`config.mk`:
```
export PLATFORM = sky130hd
export DESIGN_NAME = stopwatch_timebase_ctrl
export DESIGN_NICKNAME = d
export VERILOG_FILES = /design/src/rtl/sw_pkg.sv /design/src/rtl/bcd_digit_counter.sv /design/src/rtl/stopwatch_timebase_ctrl.sv
export SDC_FILE = /design/constraint.sdc
export NUM_CORES = 1
export LEC_CHECK = 0
export ABC_CLOCK_PERIOD_IN_PS = 2320
export BUFFER_PORTS_ARGS = -buffer_cell sky130_fd_sc_hd__buf_2
export CAP_MARGIN = 20
export CORE_MARGIN = 3
export CORE_UTILIZATION = 58
export CTS_CLUSTER_DIAMETER = 80
export DETAILED_ROUTE_END_ITERATION = 7
export PLACE_DENSITY = 0.86
export REMOVE_ABC_BUFFERS = 1
export SYNTH_ARGS = -nofsm -noshare
export SYNTH_HDL_FRONTEND = slang
export SYNTH_SLANG_ARGS = --single-unit
```
`constraint.sdc`:
```
create_clock -name clk -period 2.32 [get_ports clk]
set_input_delay 0.464 -clock clk [delete_from_list [all_inputs] [get_ports clk]]
set_output_delay 0.464 -clock clk [all_outputs]
set_load 0.01 [all_outputs]
```
`src/rtl/sw_pkg.sv`:
```
// Shared types and helpers for the stopwatch time base: lap state, BCD pair, digit increment.
package sw_pkg;

    typedef enum logic {LAP_LIVE, LAP_FROZEN} lap_state_t;

    typedef logic [7:0] bcd2_t;

    // Returns {carry, next}; >= keeps a corrupted digit from running past its limit.
    function automatic logic [4:0] bcd_inc_mod(input logic [3:0] digit, input logic [3:0] limit);
        logic c;
        c = (digit >= limit);
        return {c, c ? 4'd0 : digit + 4'd1};
    endfunction

endpackage

```
`src/rtl/bcd_digit_counter.sv`:
```
// One BCD digit: increments on inc, wraps at limit, and raises carry in the cycle it wraps.
module bcd_digit_counter
    import sw_pkg::*;
(
    input  logic       clk,
    input  logic       rst_n,
    input  logic       inc,
    input  logic       clr,
    input  logic [3:0] limit,
    output logic [3:0] value,
    output logic       carry
);

    logic [4:0] nxt;

    assign nxt   = bcd_inc_mod(value, limit);
    assign carry = inc & nxt[4];

    always_ff @(posedge clk or negedge rst_n) begin
        if (!rst_n)   value <= '0;
        else if (clr) value <= '0;
        else if (inc) value <= nxt[3:0];
    end

endmodule

```
`src/rtl/stopwatch_timebase_ctrl.sv`:
```
// 1 s prescaler, cascaded BCD MM:SS counter and LIVE/FROZEN lap display selection.
module stopwatch_timebase_ctrl
    import sw_pkg::*;
#(
    parameter int          TICK_DIV = 100_000_000,
    parameter logic [7:0]  MAX_MIN  = 8'h99
) (
    input  logic       clk,
    input  logic       rst_n,
    input  logic       sync_reset,
    input  logic       en,
    input  logic       lap,
    output logic       sec_tick,
    output logic       wrap,
    output bcd2_t      live_min_bcd,
    output bcd2_t      live_sec_bcd,
    output bcd2_t      disp_min_bcd,
    output bcd2_t      disp_sec_bcd,
    output logic       lap_frozen
);

    localparam int PW = (TICK_DIV > 2) ? $clog2(TICK_DIV) : 1;

    logic [PW-1:0]   pcnt;
    logic            tick, at_max, roll, clr;
    logic [3:0][3:0] dig;
    logic [4:0]      cy;
    logic            sec_tick_q, wrap_q;
    lap_state_t      state_q, state_d;
    logic            capture;
    bcd2_t           snap_min, snap_sec;

    // en is sampled: a tick only happens if en is still high on the terminal count.
    assign tick = en && (pcnt == PW'(TICK_DIV - 1));

    always_ff @(posedge clk or negedge rst_n) begin
        if (!rst_n)          pcnt <= '0;
        else if (sync_reset) pcnt <= '0;
        else if (tick)       pcnt <= '0;
        else if (en)         pcnt <= pcnt + 1'b1;
    end

    assign at_max = ({dig[3], dig[2]} == MAX_MIN) && ({dig[1], dig[0]} == 8'h59);
    // Carry out of the minute tens covers MAX_MIN=99; at_max covers smaller limits.
    assign roll   = cy[4] | (tick & at_max);
    assign clr    = sync_reset | roll;
    assign cy[0]  = tick;

    // Digits 0..3: sec ones, sec tens, min ones, min tens; carries ripple upward.
    for (genvar g = 0; g < 4; g++) begin : g_dig
        bcd_digit_counter u_dig (
            .clk   (clk),
            .rst_n (rst_n),
            .inc   (cy[g]),
            .clr   (clr),
            .limit ((g == 1) ? 4'd5 : 4'd9),
            .value (dig[g]),
            .carry (cy[g+1])
        );
    end

    always_ff @(posedge clk or negedge rst_n) begin
        if (!rst_n) begin
            sec_tick_q <= 1'b0;
            wrap_q     <= 1'b0;
        end else if (sync_reset) begin
            sec_tick_q <= 1'b0;
            wrap_q     <= 1'b0;
        end else begin
            sec_tick_q <= tick;
            wrap_q     <= roll;
        end
    end

    always_comb begin
        state_d = state_q;
        capture = 1'b0;
        case (state_q)
            LAP_LIVE: begin
                if (lap && en) begin
                    state_d = LAP_FROZEN;
                    capture = 1'b1;
                end
            end
            LAP_FROZEN: begin
                if (lap) state_d = LAP_LIVE;
            end
            default: state_d = LAP_LIVE;
        endcase
    end

    // Snapshot takes the pre-increment count when lap and tick coincide.
    always_ff @(posedge clk or negedge rst_n) begin
        if (!rst_n) begin
            state_q  <= LAP_LIVE;
            snap_min <= '0;
            snap_sec <= '0;
        end else if (sync_reset) begin
            state_q  <= LAP_LIVE;
            snap_min <= '0;
            snap_sec <= '0;
        end else begin
            state_q <= state_d;
            if (capture) begin
                snap_min <= {dig[3], dig[2]};
                snap_sec <= {dig[1], dig[0]};
            end
        end
    end

    assign sec_tick     = sec_tick_q;
    assign wrap         = wrap_q;
    assign live_min_bcd = {dig[3], dig[2]};
    assign live_sec_bcd = {dig[1], dig[0]};
    assign lap_frozen   = (state_q == LAP_FROZEN);
    assign disp_min_bcd = lap_frozen ? snap_min : live_min_bcd;
    assign disp_sec_bcd = lap_frozen ? snap_sec : live_sec_bcd;

endmodule

```
==> results of run 1 <==
==> worst max-delay path, delay by kind of cell (launching register included) <==
kind / cells / cell delay, ns
fa+ha+maj: 1 / 0.22
flops: 1 / 0.42
simple gates: 4 / 1.19
mux: 1 / 0.33
==> state kept, by name (all words and copies together) (netlist names) <==
| name | cells |
|---|---|
| snap_min | 8 |
| pcnt | 27 |
| snap_sec | 8 |
| lap_frozen | 1 |
| sec_tick | 1 |
| wrap | 1 |
| g_dig.u_dig.value | 16 |
==> cells by family after synthesis <==
| group | count (synthesis) | synth area share, % |
|---|---|---|
| and+or+nand+nor | 167 | 24.9 |
| buffers and inverters | 29 | 3.64 |
| DFF | 62 | 45.6 |
| xor gates and xnor gates | 24 | 6.18 |
| adders and majority gates | 13 | 4.78 |
| AOI/OAI and AO/OA | 66 | 11.3 |
| muxes | 11 | 3.64 |
==> what timing repair did <==
item                       CTS  global route
setup buffers                0             0
resized for setup            0             2
setup endpoints to repair    0            11
==> power groups by stage <==
stage	registers (mW)	clock network, mW	logic (mW)
2_1_floorplan	1.12	0	0.0319
3_3_place_gp	1.12	0	0.0944
3_5_place_dp	1.12	0	0.0968
4_1_cts	1.10	1.06	0.0973
5_1_grt	1.10	1.11	0.108
6_report	1.10	1.05	0.0967
==> metrics by stage <==
| step | utilization, % | hold WS (ns) | area, um^2 | worst slack (ns) | total power, mW |
|---|---|---|---|---|---|
| after floorplan | - | 0.168 | 3330 | 0.106 | 1.15 |
| after global placement | 67.2 | 0.499 | 3770 | 0.217 | 1.22 |
| after detailed placement | 67.2 | 0.499 | 3770 | 0.108 | 1.22 |
| after CTS | 71.0 | 0.124 | 3980 | 0.0632 | 2.26 |
| after global routing | 71.2 | 0.129 | 3990 | 0.00340 | 2.32 |
| final | 71.2 | 0.105 | 3990 | 0.103 | 2.25 |
==> synthesized netlist by cell type, drive strengths merged <==
cell type,count
or2,1
o31ai,2
nor3,6
a41o,1
o211ai,2
buf,3
and4bb,1
and3,4
or2b,1
a311oi,1
nand4,12
o21ai,23
mux2,8
a31oi,1
nand2,58
and2,3
a211oi,1
nand3,16
or3,3
and3b,1
or4,2
nand3b,1
xnor2,7
nand4b,2
o31a,3
nor3b,1
and4,1
inv,15
nand2b,1
and4b,1
o2111ai,1
a21o,3
a21oi,27
xor2,17
mux2i,3
nor2,43
nor4,9
a31o,1
ha,13
clkbuf,11
dfrtp,62
==> worst paths after layout <==
kind	startpoint	to	slack, ns	cells after the start
min	rst_n	g_dig[0].u_dig.value[3]$_DFFE_PN0P_	0.11	2
max reg2reg	pcnt[0]$_DFFE_PN0P_	g_dig[2].u_dig.value[1]$_DFFE_PN0P_	0.10	6
min reg2reg	snap_sec[6]$_DFFE_PN0P_	snap_sec[6]$_DFFE_PN0P_	0.53	2
max	pcnt[0]$_DFFE_PN0P_	g_dig[2].u_dig.value[1]$_DFFE_PN0P_	0.10	6
max in group asynchronous	rst_n	pcnt[26]$_DFFE_PN0P_	1.92	2
min in group clk	lap	lap_frozen$_DFF_PN0_	0.40	3
==> area by class of cell <==
type	count	area (um^2)	area share, %
multi-input cells	281	1730	43.4
well taps	72	90.1	2.26
inverters	15	56.3	1.41
clock buffers	12	145	3.64
flip-flops and latches	62	1550	38.9
clock inverters	4	70.1	1.76
repair buffers	57	343	8.59
==> layer usage <==
metal / GRT usage [%] / share of wire, %
met5: 0 / 0
met4: 10.3 / 1.7
met2: 40.1 / 49
met3: 5.64 / 5.7
met1: 29.3 / 43
==> metrics, run 1 <==
number of standard cells in the layout, taps in and fillers out 503; clk_lat worst skew 0.35 ns; wire length reported by the detailed router 7780 um; largest cells by area after synthesis sky130_fd_sc_hd__dfrtp_1, sky130_fd_sc_hd__nand2_1, sky130_fd_sc_hd__ha_1; CTS H-tree depth 3; DPL Wire Length 5180 um; die outline height 82.6 um; Hold Path Class primary input to async pin; maximum number of buffers from clock root to sink 2; Tmin final 2.22 ns; synthesized flop and latch total 62; internal power 1.75 mW; via count of the first global-routing pass 2,738; first-pass GRT wire length 12,400 um; Clk pin slew, worst setup/hold paths 0.07 ns; Avg Vias per Cell 5.90; post-synthesis cell type with the largest combined area sky130_fd_sc_hd__dfrtp_1; clk sink count 62; final period utilization 95.6%; CTS tree done; routability congestion estimate 0.834; total CTS buffers 9; nature of the critical path endpoint register; cell-by-cell trace of the critical path ha_1 > nand3_1 > or4_4 > nor4_4 > mux2_4 > nor2_1; iteration-0 DRC count of the detailed router 177; top-area cell type share of the netlist area 45.6%; placed cells 487; sw power 0.502 mW; commonest non-fill, non-tap cells in the layout sky130_fd_sc_hd__dfrtp_1, sky130_fd_sc_hd__nand2_1, sky130_fd_sc_hd__nor2_1; number of buffers inserted for hold repair after clock tree synthesis 0; combinational share of power 4.3%; number of failing setup endpoints in the final timing report 0; Fin. Hold Viols 0; Static Leak 1.89 nW; Worst Path Class, Setup register to register; switching power share of the total 22.3%; slew at the pin with the worst max-slew slack 0.671 ns; cell with the biggest individual delay on the critical path sky130_fd_sc_hd__or4_4; total standard cell area after synthesis 3400 um^2; number of vias in the routed layout 2,967; Port-buffer cells 39; remaining global-route overflow 0; synth-to-layout area growth 17.3%; worst vdd ir 0.401 mV; pwr/cell area 564 nW/um^2; Inserted Diodes 0; count of max-cap constraint violations 0; Clk Tree Root Cell sky130_fd_sc_hd__clkbuf_8; kind of launch point of the worst setup path register; Critical Path AT 2.49 ns; achievable frequency 451 MHz; Crit path largest cell delay 0.57 ns; number of search-and-repair iterations in the first detailed-routing pass 5; Slew Limit Headroom 55.2%; net total in the final layout 444; overall die area 6820 um^2; share of synthesized area occupied by flip-flops and latches 45.6%; number of remaining DRC errors 0; Avg Inst Size Synth 9.15 um^2; clk_skew 0.0110 ns; most common cell after layout, fill and taps aside sky130_fd_sc_hd__dfrtp_1; initial core utilization 60.7%; count of standard-cell rows 27; count of distinct cell types in the synthesized netlist 50; setup tns final 0 ns; clock network fraction of design power 46.7%; core region area 5610 um^2; Die X 82.6 um; highest net fanout along the worst path 5; RSZ-0062 raised after global routing no; sequential cell fraction of total power 49.0%; run status complete, no violations; final number of max-transition violations 0; fraction of final layout cells sized beyond drive strength 1 21.3%; Detail Route Antenna Nets 0; Syn. warnings 0; number of filler instances in the final layout 413; initial antenna violation count 0; average detailed-routed wire length per instance 15.5 um; largest net degree at the start of global routing 63; Total GRT Usage 23.9%; required time of the worst setup path 2.60 ns; Gate Count Post-Synth 372; I/O pin total 40
(Power assumes the default switching activity.)
==> run 2, diff against run 1 <==
--- a/config.mk
+++ b/config.mk
@@ -5,14 +5,14 @@
 export SDC_FILE = /design/constraint.sdc
 export NUM_CORES = 1
 export LEC_CHECK = 0
-export ABC_CLOCK_PERIOD_IN_PS = 2320
+export ABC_CLOCK_PERIOD_IN_PS = 2600
 export BUFFER_PORTS_ARGS = -buffer_cell sky130_fd_sc_hd__buf_2
 export CAP_MARGIN = 20
 export CORE_MARGIN = 3
-export CORE_UTILIZATION = 58
+export CORE_UTILIZATION = 40
 export CTS_CLUSTER_DIAMETER = 80
 export DETAILED_ROUTE_END_ITERATION = 7
-export PLACE_DENSITY = 0.86
+export PLACE_DENSITY = 0.65
 export REMOVE_ABC_BUFFERS = 1
 export SYNTH_ARGS = -nofsm -noshare
 export SYNTH_HDL_FRONTEND = slang
==> constraint.sdc (replaced) <==
create_clock -name clk -period 2.6 [get_ports clk]
set_input_delay 0.52 -clock clk [delete_from_list [all_inputs] [get_ports clk]]
set_output_delay 0.52 -clock clk [all_outputs]
set_load 0.01 [all_outputs]
==> metrics, run 2 (synthesis gave the netlist of run 1 again) <==
routability congestion estimate 0.840 (was 0.834); overall die area 9650 um^2 (was 6820 um^2); final number of max-transition violations 0 (unchanged); nature of the critical path endpoint primary output (was register); Clk pin slew, worst setup/hold paths 0.07 ns (about the same); Detail Route Antenna Nets 0 (unchanged); via count of the first global-routing pass 2,685 (was 2,738); count of max-cap constraint violations 0 (unchanged); number of buffers inserted for hold repair after clock tree synthesis 0 (unchanged); clk_skew 0.00918 ns (was 0.0110 ns); required time of the worst setup path 2.08 ns (was 2.60 ns); I/O pin total 40 (unchanged); Total GRT Usage 16.6% (was 23.9%); number of search-and-repair iterations in the first detailed-routing pass 4 (was 5); Hold Path Class primary input to async pin (unchanged); biggest registers after layout pcnt (27), g_dig.u_dig.value (16) (unchanged); DPL Wire Length 5470 um (was 5180 um); post-CTS setup buffer count 0 (unchanged); Register-to-Register Path Depth 6 (unchanged); net total in the final layout 439 (was 444); kind of launch point of the worst setup path register (unchanged); highest net fanout along the worst path 24 (was 5); Worst Path Class, Setup register to primary output (was register to register); CTS H-tree depth 3 (unchanged); Critical Path AT 1.78 ns (was 2.49 ns); pwr/cell area 485 nW/um^2 (was 564 nW/um^2); number of vias in the routed layout 2,832 (was 2,967); pre-CTS WS 0.321 ns (was 0.108 ns); Inserted Diodes 0 (unchanged); wire length reported by the detailed router 7700 um (was 7780 um); maximum number of buffers from clock root to sink 2 (unchanged); final period utilization 88.5%; top register by number of flip-flops pcnt (unchanged); Clk Tree Root Cell sky130_fd_sc_hd__clkbuf_8 (unchanged); fraction of final layout cells sized beyond drive strength 1 20.2% (was 21.3%); worst vdd ir 0.259 mV (was 0.401 mV); reg-to-reg setup timing slack 0.30 ns (was 0.10 ns); Slew Limit Headroom 44.1% (was 55.2%); Fin. Hold Viols 0 (unchanged); clk_lat worst skew 0.34 ns (was 0.35 ns); max reg flops 27 (unchanged); R2R Path End g_dig[2].u_dig.value[1]$_DFFE_PN0P_ (unchanged); number of remaining DRC errors 0 (unchanged); number of filler instances in the final layout 812 (was 413); clk sink count 62 (unchanged); count of cells resized by post-cts repair 0 (unchanged); Avg Vias per Cell 5.33 (was 5.90); Die X 98.2 um (was 82.6 um); first-pass GRT wire length 13,100 um (was 12,400 um); initial core utilization 41.2% (was 60.7%); average detailed-routed wire length per instance 14.5 um (was 15.5 um); fin worst setup slack 0.300 ns (was 0.103 ns); largest net degree at the start of global routing 38 (was 63); remaining global-route overflow 0 (unchanged); Tmin final 2.30 ns; achievable frequency 435 MHz; Finished Core Util 47.9% (was 71.2%); total CTS buffers 9 (unchanged); number of failing setup endpoints in the final timing report 0 (unchanged); setup tns final 0 ns (unchanged); iteration-0 DRC count of the detailed router 96 (was 177); synth-to-layout area growth 16.4% (was 17.3%); most common cell after layout, fill and taps aside sky130_fd_sc_hd__dfrtp_1 (unchanged); slew at the pin with the worst max-slew slack 0.838 ns (was 0.671 ns); core region area 8260 um^2 (was 5610 um^2); die outline height 98.2 um (was 82.6 um); count of standard-cell rows 33 (was 27); RSZ-0062 raised after global routing no (unchanged); CTS tree done (unchanged); initial antenna violation count 0 (unchanged); Port-buffer cells 39 (unchanged); commonest non-fill, non-tap cells in the layout sky130_fd_sc_hd__dfrtp_1, sky130_fd_sc_hd__nand2_1, sky130_fd_sc_hd__nor2_1 (unchanged); startpoint of the worst-slack reg-to-reg timing path pcnt[0]$_DFFE_PN0P_ (unchanged); run status complete, no violations (unchanged); Static Leak 1.85 nW (was 1.89 nW)
-- run 2: cell count changes in the layout (fill, tap and decap cells not counted) --
| cell | change |
|---|---|
| sky130_fd_sc_hd__buf_4 | -4 |
| sky130_fd_sc_hd__clkinv_4 | +1 |
| sky130_fd_sc_hd__nor4_2 | -1 |
| sky130_fd_sc_hd__clkinv_2 | -1 |
| sky130_fd_sc_hd__buf_12 | -1 |
| sky130_fd_sc_hd__clkinvlp_4 | +2 |
| sky130_fd_sc_hd__bufinv_16 | -1 |
| sky130_fd_sc_hd__dfrtp_1 | +1 |
| sky130_fd_sc_hd__nor4_1 | +1 |
| sky130_fd_sc_hd__dfrtp_2 | -1 |
| sky130_fd_sc_hd__clkbuf_1 | -1 |
-- run 2: cell type report --
type | count | area (um^2) | area share [%]
timing repair buffer | 52 | 293 | 7.40
inverter | 15 | 56.3 | 1.42
sequential | 62 | 1550 | 39.2
clock inverter | 5 | 58.8 | 1.49
clock buffer | 11 | 141 | 3.57
tap | 105 | 131 | 3.32
multi-input combinational | 281 | 1730 | 43.6
-- run 2: critical path, cell delays in order (launching register included) --
cell and delay, ns:
sky130_fd_sc_hd__dfrtp_1 0.88, sky130_fd_sc_hd__mux2_2 0.42, sky130_fd_sc_hd__buf_2 0.14
-- run 2: worst max-delay path by stage --
stage / start / end / slack, ns
floorplan: g_dig[0].u_dig.value[1]$_DFFE_PN0P_ / g_dig[3].u_dig.value[2]$_DFFE_PN0P_ / 0.39
detailed placement: en / g_dig[2].u_dig.value[1]$_DFFE_PN0P_ / 0.32
CTS: lap_frozen$_DFF_PN0_ / disp_min_bcd[7] / 0.31
global route: pcnt[0]$_DFFE_PN0P_ / g_dig[0].u_dig.value[3]$_DFFE_PN0P_ / 0.15
finish: lap_frozen$_DFF_PN0_ / disp_min_bcd[7] / 0.30
global placement: pcnt[0]$_DFFE_PN0P_ / g_dig[2].u_dig.value[1]$_DFFE_PN0P_ / 0.36
-- run 2: through the flow --
step	total power [mW]	hold slack, ns	cell area (um^2)	instances
after floorplan	1.03	0.224	3330	358
after global placement	1.08	0.505	3760	515
after detailed placement	1.09	0.512	3760	515
after CTS	1.95	0.304	3960	531
after global routing	2.00	0.341	3960	531
final	1.92	0.274	3960	531
-- run 2: layer usage --
metal | part of all wire, % | track usage [%]
met1 | 46 | 22.1
met2 | 47 | 27.2
met3 | 5.1 | 5.00
met4 | 0.99 | 2.94
met5 | 0 | 0
-- run 2: power breakdown --
part           leakage (nW)  internal (mW)  switching (mW)
clock network        0.0955          0.469           0.384
registers             0.864          0.970          0.0131
logic                 0.887         0.0215          0.0629
